==> config.mk <==
export PLATFORM = sky130hd
export DESIGN_NAME = vga_sync_flat
export DESIGN_NICKNAME = d
export VERILOG_FILES = /design/src/rtl/vga_sync_pkg.sv /design/src/rtl/vga_sync_if.sv /design/src/rtl/vga_sync_pixel_tick_gen.sv /design/src/rtl/vga_sync.sv /design/src/flat_wrapper.sv
export SDC_FILE = /design/constraint.sdc
export NUM_CORES = 1
export LEC_CHECK = 0
export CELL_PAD_IN_SITES_DETAIL_PLACEMENT = 1
export CELL_PAD_IN_SITES_GLOBAL_PLACEMENT = 2
export CORE_MARGIN = 3
export CORE_UTILIZATION = 29
export CTS_CLUSTER_DIAMETER = 120
export CTS_CLUSTER_SIZE = 14
export DETAILED_ROUTE_END_ITERATION = 7
export PLACE_DENSITY = 0.76
export SYNTH_ARGS = -nofsm -noshare
export SYNTH_HDL_FRONTEND = slang
export SYNTH_SLANG_ARGS = --single-unit
==> constraint.sdc <==
create_clock -name clk -period 1.9 [get_ports clk]
set_input_delay 0.475 -clock clk [delete_from_list [all_inputs] [get_ports clk]]
set_output_delay 0.475 -clock clk [all_outputs]
set_load 0.01 [all_outputs]
==> src/rtl/vga_sync_pkg.sv <==
// vga_pkg: default 640x480@60 timing and the sync-window constants derived
// from it, shared by the raster generator, its interface and its consumers.
package vga_pkg;

  typedef logic [9:0] coord_t;

  localparam int CLK_DIV   = 2;

  localparam int H_ACTIVE  = 640;
  localparam int H_FP      = 16;
  localparam int H_SYNC    = 96;
  localparam int H_BP      = 48;

  localparam int V_ACTIVE  = 480;
  localparam int V_FP      = 10;
  localparam int V_SYNC    = 2;
  localparam int V_BP      = 33;

  localparam int H_TOTAL      = H_ACTIVE + H_FP + H_SYNC + H_BP;
  localparam int V_TOTAL      = V_ACTIVE + V_FP + V_SYNC + V_BP;
  localparam int H_SYNC_START = H_ACTIVE + H_FP;
  localparam int H_SYNC_END   = H_SYNC_START + H_SYNC - 1;
  localparam int V_SYNC_START = V_ACTIVE + V_FP;
  localparam int V_SYNC_END   = V_SYNC_START + V_SYNC - 1;

  localparam int TICK_LINE = 481;

endpackage

==> src/rtl/vga_sync_if.sv <==
// vga_sync_if: raster outputs of vga_sync bundled for the renderers and the
// DAC path.
//   master: driven by vga_sync (x, y, hsync, vsync, video_on, pix_tick,
//           refr_tick)
//   slave : consumers of the raster timing
interface vga_sync_if;
  import vga_pkg::*;

  coord_t x;
  coord_t y;
  logic   hsync;
  logic   vsync;
  logic   video_on;
  logic   pix_tick;
  logic   refr_tick;

  modport master (output x, y, hsync, vsync, video_on, pix_tick, refr_tick);
  modport slave  (input  x, y, hsync, vsync, video_on, pix_tick, refr_tick);

endinterface

==> src/rtl/vga_sync_pixel_tick_gen.sv <==
// pixel_tick_gen: divides the board clock down to the pixel rate.
//   clk      in  board clock
//   reset    in  asynchronous active-low reset
//   pix_en   out combinational advance enable (div == CLK_DIV-1)
//   pix_tick out registered copy of the same strobe, forced low in reset
module pixel_tick_gen #(
  parameter int CLK_DIV = 2
) (
  input  logic clk,
  input  logic reset,
  output logic pix_en,
  output logic pix_tick
);
  import vga_pkg::*;

  localparam int            DW       = (CLK_DIV > 1) ? $clog2(CLK_DIV) : 1;
  localparam logic [DW-1:0] DIV_LAST = DW'(CLK_DIV - 1);

  logic [DW-1:0] div;
  logic [DW-1:0] div_nxt;

  always_comb begin
    div_nxt = (div == DIV_LAST) ? '0 : div + DW'(1);
  end

  // The counters advance on the combinational enable so that CLK_DIV=1
  // moves on the very first edge after reset; the exported strobe is
  // registered from the next divider value so it still reads 0 in reset.
  assign pix_en = (div == DIV_LAST);

  always_ff @(posedge clk or negedge reset) begin
    if (!reset) begin
      div      <= '0;
      pix_tick <= 1'b0;
    end else begin
      div      <= div_nxt;
      pix_tick <= (div_nxt == DIV_LAST);
    end
  end

endmodule

==> src/rtl/vga_sync.sv <==
// vga_sync: raster timing generator (x/y counters, sync decode, frame tick).
//   clk   in  board clock
//   reset in  asynchronous active-low reset
//   vga   master modport of vga_sync_if carrying x, y, hsync, vsync,
//         video_on, pix_tick and refr_tick
module vga_sync #(
  parameter int CLK_DIV   = vga_pkg::CLK_DIV,
  parameter int H_ACTIVE  = vga_pkg::H_ACTIVE,
  parameter int H_FP      = vga_pkg::H_FP,
  parameter int H_SYNC    = vga_pkg::H_SYNC,
  parameter int H_BP      = vga_pkg::H_BP,
  parameter int V_ACTIVE  = vga_pkg::V_ACTIVE,
  parameter int V_FP      = vga_pkg::V_FP,
  parameter int V_SYNC    = vga_pkg::V_SYNC,
  parameter int V_BP      = vga_pkg::V_BP,
  parameter int TICK_LINE = vga_pkg::TICK_LINE
) (
  input  logic      clk,
  input  logic      reset,
  vga_sync_if.master vga
);
  import vga_pkg::*;

  localparam coord_t X_LAST   = coord_t'(H_ACTIVE + H_FP + H_SYNC + H_BP - 1);
  localparam coord_t Y_LAST   = coord_t'(V_ACTIVE + V_FP + V_SYNC + V_BP - 1);
  localparam coord_t HS_FIRST = coord_t'(H_ACTIVE + H_FP);
  localparam coord_t HS_LAST  = coord_t'(H_ACTIVE + H_FP + H_SYNC - 1);
  localparam coord_t VS_FIRST = coord_t'(V_ACTIVE + V_FP);
  localparam coord_t VS_LAST  = coord_t'(V_ACTIVE + V_FP + V_SYNC - 1);
  localparam coord_t X_ACT    = coord_t'(H_ACTIVE);
  localparam coord_t Y_ACT    = coord_t'(V_ACTIVE);
  localparam coord_t TICK_Y   = coord_t'(TICK_LINE);

  logic   pix_en;
  logic   pix_tick;
  coord_t x_q, y_q;
  coord_t x_nxt, y_nxt;
  logic   hsync_q, vsync_q, video_on_q, refr_q;

  pixel_tick_gen #(.CLK_DIV(CLK_DIV)) u_tick (
    .clk      (clk),
    .reset    (reset),
    .pix_en   (pix_en),
    .pix_tick (pix_tick)
  );

  always_comb begin
    x_nxt = x_q;
    y_nxt = y_q;
    if (pix_en) begin
      if (x_q == X_LAST) begin
        x_nxt = '0;
        y_nxt = (y_q == Y_LAST) ? '0 : y_q + coord_t'(1);
      end else begin
        x_nxt = x_q + coord_t'(1);
      end
    end
  end

  // Counter/decode register stage: decode is taken from the next-state
  // counters so the sync and blanking flags land with the x/y they describe.
  always_ff @(posedge clk or negedge reset) begin
    if (!reset) begin
      x_q        <= '0;
      y_q        <= '0;
      hsync_q    <= 1'b1;
      vsync_q    <= 1'b1;
      video_on_q <= 1'b0;
      refr_q     <= 1'b0;
    end else begin
      x_q        <= x_nxt;
      y_q        <= y_nxt;
      hsync_q    <= !((x_nxt >= HS_FIRST) && (x_nxt <= HS_LAST));
      vsync_q    <= !((y_nxt >= VS_FIRST) && (y_nxt <= VS_LAST));
      video_on_q <= (x_nxt < X_ACT) && (y_nxt < Y_ACT);
      // Only the advancing edge may fire, so the tick does not repeat for
      // the rest of the clocks spent on pixel (0, TICK_LINE).
      refr_q     <= pix_en && (x_nxt == '0) && (y_nxt == TICK_Y);
    end
  end

  assign vga.x         = x_q;
  assign vga.y         = y_q;
  assign vga.hsync     = hsync_q;
  assign vga.vsync     = vsync_q;
  assign vga.video_on  = video_on_q;
  assign vga.pix_tick  = pix_tick;
  assign vga.refr_tick = refr_q;

endmodule

==> src/flat_wrapper.sv <==
// flat-port wrapper written by rule: the top's interface ports become plain ports
module vga_sync_flat import vga_pkg::*;
#(
  parameter int CLK_DIV   = vga_pkg::CLK_DIV,
  parameter int H_ACTIVE  = vga_pkg::H_ACTIVE,
  parameter int H_FP      = vga_pkg::H_FP,
  parameter int H_SYNC    = vga_pkg::H_SYNC,
  parameter int H_BP      = vga_pkg::H_BP,
  parameter int V_ACTIVE  = vga_pkg::V_ACTIVE,
  parameter int V_FP      = vga_pkg::V_FP,
  parameter int V_SYNC    = vga_pkg::V_SYNC,
  parameter int V_BP      = vga_pkg::V_BP,
  parameter int TICK_LINE = vga_pkg::TICK_LINE
)
  (clk, reset, vga_x, vga_y, vga_hsync, vga_vsync, vga_video_on, vga_pix_tick, vga_refr_tick);
  vga_sync_if vga_i ();
  input  logic clk;
  input  logic reset;
  output wire logic [$bits(vga_i.x)-1:0] vga_x;
  output wire logic [$bits(vga_i.y)-1:0] vga_y;
  output wire logic [$bits(vga_i.hsync)-1:0] vga_hsync;
  output wire logic [$bits(vga_i.vsync)-1:0] vga_vsync;
  output wire logic [$bits(vga_i.video_on)-1:0] vga_video_on;
  output wire logic [$bits(vga_i.pix_tick)-1:0] vga_pix_tick;
  output wire logic [$bits(vga_i.refr_tick)-1:0] vga_refr_tick;
  assign vga_x = vga_i.x;
  assign vga_y = vga_i.y;
  assign vga_hsync = vga_i.hsync;
  assign vga_vsync = vga_i.vsync;
  assign vga_video_on = vga_i.video_on;
  assign vga_pix_tick = vga_i.pix_tick;
  assign vga_refr_tick = vga_i.refr_tick;
  vga_sync #(.CLK_DIV(CLK_DIV), .H_ACTIVE(H_ACTIVE), .H_FP(H_FP), .H_SYNC(H_SYNC), .H_BP(H_BP), .V_ACTIVE(V_ACTIVE), .V_FP(V_FP), .V_SYNC(V_SYNC), .V_BP(V_BP), .TICK_LINE(TICK_LINE)) u_core (.clk(clk), .reset(reset), .vga(vga_i));
endmodule
Yosys cells after proc, flatten, opt, wreduce, memory -nomap -nowiden:

Cells that the tools add are included.

* add/subtract/negate cells: 3
* $mul: 0
* divide/modulo/power cells: 0
* magnitude comparators: 6
* equality and inequality tests: 3
* shift-type cells: 0
* multiplexer cells: 6
* bitwise gates (word level): 0
* reduce and logical (&&, ||, !) cells: 8

Operators with widths (number)
* 10-bit 2-to-1 mux: 5
* 10-bit by 1-bit adder with 10-bit output, second input constant: 2
* 10-bit == test, second input constant: 2
* 10-bit by 9-bit == test with 1-bit output, second input constant: 1
* 10-bit >= comparator, second input constant: 1
* 10-bit by 9-bit >= comparator with 1-bit output, second input constant: 1
* 10-bit less-or-equal comparator, second input constant: 1
* 10-bit by 9-bit less-or-equal comparator with 1-bit output, second input constant: 1
* 10-bit logical NOT: 1
* 10-bit less-than comparator, second input constant: 1
* 10-bit by 9-bit less-than comparator with 1-bit output, second input constant: 1
* 1-bit logical AND: 5
* 1-bit logical NOT: 2
* 1-bit adder, second input constant: 1
* 1-bit 2-to-1 mux: 1

* flip-flop bits (word level): 25
* bits in latches: 0
* bits in writable memories: 0
* bits in read-only memories: 0
* input port bits: 2
* output and inout bits: 25
* word-level logic and storage cells: 33
* memories: 0

Depth between registers and ports, before layout:

* word-level depth: 7
* depth in mapped cells: 8
* depth with buffers taken out: 8

By module:

From an unflattened synthesis, not the netlist that was laid out.

* cells, all modules: 170
* area, all modules: 1596.5 µm²

Modules (own cells, without submodules)
* vga_sync: instances 1, cells an instance 167, area an instance 1560.2 µm², sequential area each 603.1 µm²
* pixel_tick_gen: instances 1, cells an instance 3, area an instance 36.3 µm², sequential area each 25.0 µm²

Worst setup path before layout:

No wires, ideal clock.

* kind: register -> register
* from: reg u_core.x_q[1] (netlist: u_core.vga.x[1])
* to: reg u_core.vsync_q (netlist: u_core.vga.vsync)
* setup time: 94 ps
* data arrival time: 2075 ps
* required time: 1806 ps
* path slack: -270 ps
* stages on the path, launching flop included: 8
* path buffers: 0
* period minus slack after synthesis: 2170 ps
* cells stage by stage: dfrtp_1 > ha_1 > and4_4 > nand4_1 > nor3_1 > xnor2_1 > a21oi_1 > or4_1

* longest elaborated chain between the ends: 6
* elaborated cells between the ends (all ways): 7
* those cells by class: 2 x order compare; 1 x eq/ne; 2 x mux; 2 x reduce/logical

Ends and longest elaborated chain
* start: declaration: RTL line vga_sync.sv:36 `coord_t x_q, y_q;`
* start signal: assignment: RTL line vga_sync.sv:71 `x_q <= x_nxt;`
* 10-bit == test (*): RTL line vga_sync.sv:51 `if (x_q == X_LAST) begin`
* 10-bit 2-to-1 mux (*): RTL line vga_sync.sv:51
* 10-bit 2-to-1 mux (*): RTL line vga_sync.sv:50 `if (pix_en) begin`
* named net u_core.y_nxt[9]: RTL line vga_sync.sv:37 `coord_t x_nxt, y_nxt;`
* 10-bit by 9-bit >= comparator with 1-bit output or 10-bit by 9-bit less-or-equal comparator with 1-bit output (tied branches): RTL line vga_sync.sv:74 `vsync_q <= !((y_nxt >= VS_FIRST) && (y_nxt <= VS_LAST));`
* 1-bit logical AND (*): RTL line vga_sync.sv:74
* 1-bit logical NOT (*): RTL line vga_sync.sv:74
* end signal: assignment: RTL line vga_sync.sv:74
* end: declaration: RTL line vga_sync.sv:38 `logic hsync_q, vsync_q, video_on_q, refr_q;`

Mark *: on every way through the listed nets, which the timed path passes. The rest lies on a longest branch.

Final worst setup path:

* from: reg u_core.y_q[0] (netlist: u_core.vga.y[0])
* to: reg u_core.vsync_q (netlist: u_core.vga.vsync)

* longest elaborated chain between the ends: 7
* elaborated cells between the ends (all ways): 9
* those cells by class: 1 x add/sub; 2 x order compare; 1 x eq/ne; 3 x mux; 2 x reduce/logical

Ends and longest elaborated chain
* start: declaration: RTL line vga_sync.sv:36
* start signal: assignment: RTL line vga_sync.sv:72 `y_q <= y_nxt;`
* 10-bit by 1-bit adder with 10-bit output or 10-bit == test (tied branches): RTL line vga_sync.sv:53 `y_nxt = (y_q == Y_LAST) ? '0 : y_q + coord_t'(1);`
* 10-bit 2-to-1 mux (*): RTL line vga_sync.sv:53
* 10-bit 2-to-1 mux (*): RTL line vga_sync.sv:51
* 10-bit 2-to-1 mux (*): RTL line vga_sync.sv:50
* named net u_core.y_nxt[1]: RTL line vga_sync.sv:37
* 10-bit by 9-bit >= comparator with 1-bit output or 10-bit by 9-bit less-or-equal comparator with 1-bit output (tied branches): RTL line vga_sync.sv:74
* 1-bit logical AND (*): RTL line vga_sync.sv:74
* 1-bit logical NOT (*): RTL line vga_sync.sv:74

Marked as above.

==> impl_metrics.env <==
export IMPL_synth_seq_area_share=0.432
export IMPL_max_freq_ghz=0.489
export IMPL_clockRootBuffer="clkbuf_8"
export IMPL_cts_made_buffers=3
export IMPL_viasPerCell=4.93
export IMPL_post_drt_wl_per_cell_um=16.8
export IMPL_synth_top_cell_area_share=0.396
export IMPL_reg2reg_from="u_core.vga.y[0]"
export IMPL_drv_cap=0
export IMPL_power_density_nw_per_um2=372
export IMPL_synth_area_mux_share=0.0310
export IMPL_ctsHtreeMaxLevel=1
export IMPL_yosysMostFrequentCell="dfrtp_1"
export IMPL_slowest_stage="dfrtp_2"
export IMPL_initial_core_util=0.304
export IMPL_fin_ws_ns=-0.145
export IMPL_ys_top_cells_by_area="dfrtp_1 (40%), xnor2_1 (7.8%), nand4_1 (3.9%)"
export IMPL_synthSimpleGateAreaFrac=0.271
export IMPL_rsz0062_at_grt="yes"
export IMPL_cts_buffer_depth=2
export IMPL_cts_tree="built"
export IMPL_cp_top_family="simple AND/OR/NAND/NOR gates"
export IMPL_grt_start_max_net_pins=26
export IMPL_dpl_hpwl_mm=3.51
export IMPL_synthAdderAreaFrac=0.0258
export IMPL_drc=0
export IMPL_syn_inst=147
export IMPL_die_h_um=76.8
export IMPL_avgSynthCellArea_um2=9.90
export IMPL_postRouteWirelength_mm=4.79
export IMPL_fin_cells=285
export IMPL_design_area_um2=2340
export IMPL_synth_top_flop_cell="dfrtp_1"
export IMPL_antenna_diode_count=0
export IMPL_grt_use_met3=0.0293
export IMPL_cts_hold_buf=0
export IMPL_hold_ws_ns=0.572
export IMPL_syn_area_um2=1460
export IMPL_syn_to_final_growth_pct=60.7
export IMPL_status="complete, but fails checks"
export IMPL_async_flop_share=1.00
export IMPL_synth_distinct_cells=44
export IMPL_start_kind="register"
export IMPL_die_w_um=76.8
export IMPL_synth_seq_cells=25
export IMPL_violations="negative setup slack"
export IMPL_hold_viol_final=0
export IMPL_path_cells="inv_2 -> ha_4 -> nor4b_4 -> and4bb_2 -> or3b_4 -> o21ai_4 -> nand2_1 -> or4_1"
export IMPL_worst_slew_margin_rel=0.775
export IMPL_drt_initial_drc_count=41
export IMPL_place_inst=273
export IMPL_min_path_type="in -> async"
export IMPL_die_area_um2=5900
export IMPL_reg2reg_slack_ns=-0.14
export IMPL_clk_latency_ns=0.27
export IMPL_grt_use_met1=0.188
export IMPL_clock_skew_ns=0.00295
export IMPL_synth_top_family_by_area="simple AND/OR/NAND/NOR gates"
export IMPL_synth_top_area_cell="dfrtp_1"
export IMPL_io_pins=27
export IMPL_first_pass_iters=4
export IMPL_use_met2=0.298
export IMPL_antenna_found_initial=0
export IMPL_critical_path_max_fanout=4
export IMPL_synth_compound_area_frac=0.0843
export IMPL_synth_xor_area_frac=0.0963
export IMPL_path_buf_inv=1
export IMPL_fin_util=0.489
export IMPL_multiInputGateArea_um2=893
export IMPL_worst_slew_pin_slew_ns=0.337
export IMPL_critPathCaptureType="register"
export IMPL_postRouteAntennaNets=0
export IMPL_gr_total_overflow=0
export IMPL_cpPeakStageDelay_ns=0.41
export IMPL_cts_sinks=25
export IMPL_synth_common_cells="dfrtp_1 (23), xnor2_1 (13), nand2_1 (11)"
export IMPL_drive_above_1_share=0.422
export IMPL_rr_endpoint="u_core.vga.vsync"
export IMPL_fillers=530
export IMPL_setup_viol=2
export IMPL_rows=25
export IMPL_path_class="reg -> reg"
export IMPL_critPathRequiredTime_ns=2.09
export IMPL_grt_pass1_vias=1613
export IMPL_cp_arrival_ns=2.24
export IMPL_yosys_warnings=0
export IMPL_gr_max_usage_layer="met2"
export IMPL_clk_pin_slew_ns=0.09
export IMPL_register_area_um2=636
export IMPL_leakagePower_uw=0.00110
export IMPL_track_usage=0.164
export IMPL_io_buffers=26
export IMPL_post_route_period_util=1.08
export IMPL_layout_nets=224
export IMPL_syn_nets=152
export IMPL_coreArea_um2=4790
export IMPL_postPlaceCellArea_um2=2080
export IMPL_grt_pass1_wl_mm=7.87
export IMPL_irDropWorstVdd_mv=0.216
export IMPL_dpl_worst_slack_ns=-0.189
export IMPL_gp_congestion=0.916
export IMPL_num_vias=1406
export IMPL_drv_slew=0
export IMPL_min_period_ns=2.04
export IMPL_synth_edff_count=0
export IMPL_reg2reg_depth=8
## flip-flops by register name (all words and copies together), names as in the netlist
signal / count
u_core.vga.x: 10
u_core.vga.y: 10
u_core.u_tick.pix_tick: 1
u_core.vga.hsync: 1
u_core.vga.refr_tick: 1
u_core.vga.video_on: 1
u_core.vga.vsync: 1
## cell usage in the layout (no fill, tap or decap), types with 4 or more instances in the layout
cell and n:
buf_4 49, clkdlybuf4s50_1 17, dfrtp_1 17, nand2_1 11, xnor2_1 11, nand4_1 9
nand3_1 8, nor2_1 7, inv_1 7, dfrtp_2 6, dlymetal6s2s_1 5, dlygate4sd2_1 4
## kinds of logic (layout without fill, tap and decap cells)
logic type               Yosys count  in the layout
AND/OR/NAND/NOR                   64             64
adder cells (fa/ha/maj)            3              3
flip-flops                        25             25
buffers and inverters             18             89
multiplexers                       4              4
XOR/XNOR                          16             16
AO/OA/AOI/OAI                     17             17
## metrics by stage
step                      power [uW]  TNS, ns
after floorplan                  542   -0.102
after global placement           557   -0.164
after detailed placement         557   -0.337
after CTS                        883   -0.181
after global routing             906   -0.475
final                            869   -0.201
## worst max-delay path by stage
stage	from	endpoint	slack, ns	cells past startpoint
after global routing	u_core.vga.y[0]	u_core.vga.vsync	-0.23	8
after floorplan	u_core.vga.y[0]	u_core.vga.vsync	-0.10	8
final	u_core.vga.y[0]	u_core.vga.vsync	-0.14	8
after CTS	u_core.vga.y[0]	u_core.vga.vsync	-0.13	8
after global placement	u_core.vga.y[0]	u_core.vga.vsync	-0.11	6
after detailed placement	u_core.vga.y[0]	u_core.vga.vsync	-0.19	8
## layout make-up
cell class	count	area share
Inverter	9	0.0144
Sequential cell	25	0.272
Clock buffer	4	0.0193
Timing Repair Buffer	76	0.277
Multi-Input combinational cell	104	0.382
Tap cell	67	0.0358
## where the power goes
part,switching [uW],internal (uW)
sequential,0,532
clock,173,150
combinational,10.7,3.15
total,184,685
## routing by layer
layer / routed length [um] / up-vias
met5: 0 / -
met4: 138 / 0
met3: 136 / 17
met2: 2500 / 36
met1: 2020 / 694
li1: - / 659
## repair_timing
action,4_1_cts,5_1_grt
resized for setup,23,16
buffers inserted,5,4
setup endpoints to repair,9,11
hold endpoints to repair,0,0
pin swaps,11,10
Note: power is estimated with default switching activity, not from simulation.
==> edit 1, RTL diff (same settings) <==
`CLK_DIV` is set to 2 in 2 places; all go to 1.
--- a/src/rtl/vga_sync_pkg.sv
+++ b/src/rtl/vga_sync_pkg.sv
@@ -4,7 +4,7 @@
 
   typedef logic [9:0] coord_t;
 
-  localparam int CLK_DIV   = 2;
+  localparam int CLK_DIV   = 1;
 
   localparam int H_ACTIVE  = 640;
   localparam int H_FP      = 16;
--- a/src/rtl/vga_sync_pixel_tick_gen.sv
+++ b/src/rtl/vga_sync_pixel_tick_gen.sv
@@ -4,7 +4,7 @@
 //   pix_en   out combinational advance enable (div == CLK_DIV-1)
 //   pix_tick out registered copy of the same strobe, forced low in reset
 module pixel_tick_gen #(
-  parameter int CLK_DIV = 2
+  parameter int CLK_DIV = 1
 ) (
   input  logic clk,
   input  logic reset,
Formal check against the unedited RTL: not equivalent (Yosys sat finds a counterexample within 4 cycles, from zero or initial values and one cycle with reset low).
==> edit 1 against the unedited design <==
The flow still finishes with violations (negative setup slack); highest routed layer unchanged; total power increased by 1.2%; sequential cell count unchanged; routed wire length grew 8.5%; area after synthesis up 13%; clock skew grew 3.8 ps; design area grew 2.5%; critical path type unchanged; setup slack better by 72 ps.
==> edit 1: results (changes against the unedited design) <==
Placed design
  • Final RePlAce weighted congestion: 0.8808 (-3.8%)
  • Post-Place Setup Slack: -145.4 ps (+43.14 ps)
  • Hpwl dp: 3990 um (+14%)
  • Port Buf Inserts: 26 (unchanged)
  • Placed Area: 0.002238 sq mm (+7.4%)
  • Placed Cells: 296 (+8.4%)

Critical path
  • CP max-delay cell: or3_4
  • Reg-to-Reg Start: u_core.vga.x[1]
  • R2R cell count: 6 (-2)
  • CP arrival: 2150 ps (-90 ps)
  • WS Path Type: flop to flop
  • R2R Path End: u_core.vga.refr_tick
  • Critical Path Max Stage Delay: 420 ps
  • Crit Path Max Fanout: 7 (+3)

Finish
  • Layout cells sized above 1: 0.2869 (-0.1351)
  • Nets: 244 (+8.9%)
  • Fill count: 610 (+15%)
  • Diode count: 0 (unchanged)

Routing
  • WL/cell: 16.93 um (+0.72%)
  • Via count: 1589 (+13%)
  • First-pass detailed-route iteration total: 4 (unchanged)
  • Vias per inst: 5.176 (+4.9%)
  • DR iter-0 viols: 57 (+39%)

GRT
  • Vias in the first global route: 1732 (+7.4%)
  • Largest net degree at the start of global routing: 26 (unchanged)
  • Gr usage total: 0.1740 (+0.009766)
  • First-pass GRT wire length: 8714 um (+11%)
  • Initial antenna violation count: 0 (unchanged)

Logic synthesis
  • Sequential-to-total area share from yosys stat: 0.3817 (-0.04989)
  • Synth Instances: 176 (+20%)
  • Async set-reset flop share out of synthesis: 1.000 (unchanged)
  • Count of different cell masters after synthesis: 50 (+14%)
  • Commonest cells in the netlist: dfrtp_1, nand2_1, xnor2_1, inv_1, o21ai_0
  • Main area contributors after synthesis: dfrtp_1, xnor2_1, dfstp_2
  • Syn. warnings: 0 (unchanged)

Hold path
  • Worst min-delay path class: primary input to asynchronous set/reset pin

Clocking
  • Clock transition at the registers of the reported paths: 90 ps (about the same)
  • Root Buffer: clkbuf_8
  • Num CTS Buffers: 3 (unchanged)
  • # H-tree levels: 1 (unchanged)
  • Clk buf depth: 2 (unchanged)
  • Skew-Pair Late Insertion Delay: 280 ps

Outcome
  • Status: finished, violations left
  • Violated checks: negative setup slack

Timing
  • Final setup viols: 4 (+2)
  • Fin worst setup slack: -73.21 ps (+71.59 ps)
  • Post-route clock skew: 6.710 ps (+3.759 ps)
  • Total negative slack: -188.2 ps (+12.46 ps)

Power
  • Leakage: 1.111 nW (+1.2%)
  • Max IR drop VDD: 0.3276 mV (+52%)
[edit 1: changes by cell type after synthesis, sizes merged, moves of 3 or more]
cell    delta
clkbuf     +9
a31oi      +4
o311ai     +3
nand2      +3
mux2i      -3
buf        -3
o21ai      +7
[edit 1: how the worst min path moves through the flow]
stage	to	slack [ps]	from	cells past startpoint
final	u_core.vga.y[1]	560	reset	2
after global routing	u_core.vga.y[6]	580	reset	2
after CTS	u_core.vga.y[1]	570	reset	2
after detailed placement	u_core.vga.y[7]	620	u_core.vga.y[7]	1
after global placement	u_core.vga.y[7]	550	u_core.vga.y[7]	1
after floorplan	u_core.u_tick.pix_tick	180	reset	0
[edit 1: metrics by stage]
step | util | hold WS [ps]
after global routing | 0.4521 | 582.7
final | 0.4521 | 564.8
after floorplan | - | 179.4
after global placement | 0.4221 | 549.6
after CTS | 0.4424 | 570.4
after detailed placement | 0.4221 | 617.9
[edit 1: final cells by class]
class	count	area, sq um	area share
Clock buffer	3	41.29	0.01722
Clock inverter	1	5.005	0.002088
Inverter	10	37.54	0.01566
Multi-Input combinational cell	126	969.7	0.4045
Sequential cell	25	633.1	0.2641
Tap cell	70	87.58	0.03653
Timing Repair Buffer	72	623.1	0.2599
[edit 1: cells by family after synthesis]
kind of cell / count (synthesis) / share of synthesized area
and+or+nand+nor: 67 / 0.2593
AOI/OAI and AO/OA: 35 / 0.1574
DFF: 25 / 0.3817
buffers and inverters: 25 / 0.06616
xor gates and xnor gates: 18 / 0.09582
adders and majority gates: 4 / 0.03042
other: 1 / 0.002279
muxes: 1 / 0.006844
[edit 1: routing by layer]
metal | vias to the layer above | share of wire | wire (um) | GRT usage
met3 | 8 | 0.033 | 170 | 0.03437
met5 | - | 0 | 0 | 0
li1 | 753 | - | - | -
met1 | 797 | 0.46 | 2367 | 0.2162
met4 | 0 | 0.016 | 83 | 0.05405
met2 | 31 | 0.50 | 2577 | 0.3005
[edit 1: power breakdown]
part	switching (mW)	internal, mW
Clock	0.182	0.147
Combinational	0.0120	0.00494
Sequential	0.000341	0.533
[edit 1: timing repair]
| action | CTS | global route |
|---|---|---|
| endpoints found under the setup margin | 9 | 17 |
| gates resized for setup | 13 | 12 |
| setup buffers | 4 | 3 |
| pin swaps | 0 | 4 |
[edit 1: critical path: cells and delay by family (launching register included)]
| kind | cells | cell delay (ps) |
|---|---|---|
| and+or+nand+nor | 4 | 1020 |
| DFF | 1 | 400 |
| AOI/OAI and AO/OA | 1 | 290 |
| adders and majority gates | 1 | 160 |
==> edit 2, RTL diff (same flow settings) <==
Made on the original files. Make the reset (`reset`) synchronous in 2 clocked blocks. Comments in the files are not updated.
--- a/src/rtl/vga_sync_pixel_tick_gen.sv
+++ b/src/rtl/vga_sync_pixel_tick_gen.sv
@@ -28,7 +28,7 @@
   // registered from the next divider value so it still reads 0 in reset.
   assign pix_en = (div == DIV_LAST);
 
-  always_ff @(posedge clk or negedge reset) begin
+  always_ff @(posedge clk) begin
     if (!reset) begin
       div      <= '0;
       pix_tick <= 1'b0;
--- a/src/rtl/vga_sync.sv
+++ b/src/rtl/vga_sync.sv
@@ -59,7 +59,7 @@
 
   // Counter/decode register stage: decode is taken from the next-state
   // counters so the sync and blanking flags land with the x/y they describe.
-  always_ff @(posedge clk or negedge reset) begin
+  always_ff @(posedge clk) begin
     if (!reset) begin
       x_q        <= '0;
       y_q        <= '0;
Function: differs if reset is asserted again (counterexample within 4 cycles, from zero or initial values and one cycle with reset low); with reset held inactive, the same outputs for 10 cycles.
==> edit 2 against the unedited design <==
Sequential cell count did not move; setup slack got worse by 59 ps; design area rose by 3.5%; critical path type unchanged; global-route usage rose by 0.67 points; area after synthesis rose by 3.3%; routed wire length rose by 5.6%; the run still ends with negative setup slack left; via count rose by 16%; non-clock buffer count rose by 9; fmax fell by 2.8%.
Power is not compared: it rests on default switching activity, and its combinational part moved more than twofold at a synthesized area within 25%.
==> edit 2: results (changes against the unedited design) <==
Placed design
  • Post-Place Setup Slack: -228.1 ps (-39.51 ps)
  • Placed Cells: 317 (+16%)
  • Final RePlAce weighted congestion: 0.8209 (-10%)
  • Hpwl dp: 4003 um (+14%)

Logic synthesis
  • Async set-reset flop share out of synthesis: 0 (-1.000)
  • Syn Nets: 186 (+22%)
  • Commonest cells in the netlist: dfxtp_1, nand2_1, nor2_1, nand3_1, a21oi_1
  • Yosys top cell area share: 0.3331 (-0.06247)
  • Sequential-to-total area share from yosys stat: 0.3331 (-0.09859)
  • Main area contributors after synthesis: dfxtp_1, xor2_1, nand3_1
  • Compound-cell area share of the yosys netlist: 0.1549 (+0.07061)
  • Mux cell area share after synthesis: 0.006661 (-0.02429)
  • EDFF count, synth: 0 (unchanged)
  • Count of different cell masters after synthesis: 49 (+11%)
  • Syn. warnings: 0 (unchanged)
  • XOR/XNOR Fraction of Synth Area: 0.07577 (-0.02053)
  • Post-Synth Adder-Cell Area: 0.02498 (-0.0008162)
  • Synth Instances: 181 (+23%)

Finish
  • Nets: 263 (+17%)
  • Layout cells sized above 1: 0.3852 (-0.03680)
  • Fill count: 583 (+10%)

Critical path
  • Crit Path Max Fanout: 7 (+3)
  • Critical Path Max Stage Delay: 520 ps (+110 ps)
  • R2R cell count: 7 (-1)
  • CP max-delay cell: or4_4
  • R2R Path End: u_core.vga.vsync
  • CP arrival: 2270 ps (+30 ps)
  • Worst Setup SP: u_core.vga.x[1]

Hold path
  • Worst min-delay path class: flop to flop

GRT
  • Largest net degree at the start of global routing: 14 (-46%)
  • Gr usage total: 0.1709 (+0.006717)
  • First-pass GRT wire length: 8424 um (+7.1%)
  • Vias in the first global route: 1690 (+4.8%)

Timing
  • Total negative slack: -467.7 ps (-267.1 ps)
  • Fin worst setup slack: -203.6 ps (-58.80 ps)
  • Tightest Pin Transition: 382.1 ps (+45.22 ps)
  • Final setup viols: 3 (+1)
  • Post-route clock skew: 8.316 ps (+5.365 ps)

Routing
  • DR iter-0 viols: 58 (+41%)
  • Final WL: 5061 um (+5.6%)
  • Via count: 1632 (+16%)
  • WL/cell: 15.62 um (-7.1%)

Clocking
  • Root Buffer: clkbuf_8
  • Clk buf depth: 2 (unchanged)

Outcome
  • Violated checks: negative setup slack
  • Status: finished, violations left
[edit 2: cell type report]
class,instances,area (sq um),share of cell area
timing repair buffer,85,700.7,0.2896
inverter,3,11.26,0.004654
tap,67,83.83,0.03464
clock buffer,4,45.04,0.01861
sequential,25,528.0,0.2182
multi-input combinational,140,1051,0.4343
[edit 2: worst max-delay path: cells and delay by family (launching register included)]
kind / cells / cell delay (ps)
DFF: 1 / 380
and+or+nand+nor: 4 / 1060
adders and majority gates: 1 / 150
AOI/OAI and AO/OA: 1 / 250
xor gates and xnor gates: 1 / 160
[edit 2: timing repair]
item	4_1_cts	5_1_grt
setup buffers	1	2
resized for setup	14	9
pin swaps	5	1
setup endpoints to repair	5	4
[edit 2: layer usage]
layer | GRT usage | vias to the layer above | wire, um
li1 | - | 801 | -
met1 | 0.2278 | 808 | 2391
met2 | 0.2954 | 21 | 2499
met3 | 0.03016 | 2 | 145
met4 | 0.02098 | 0 | 24
met5 | 0 | - | 0
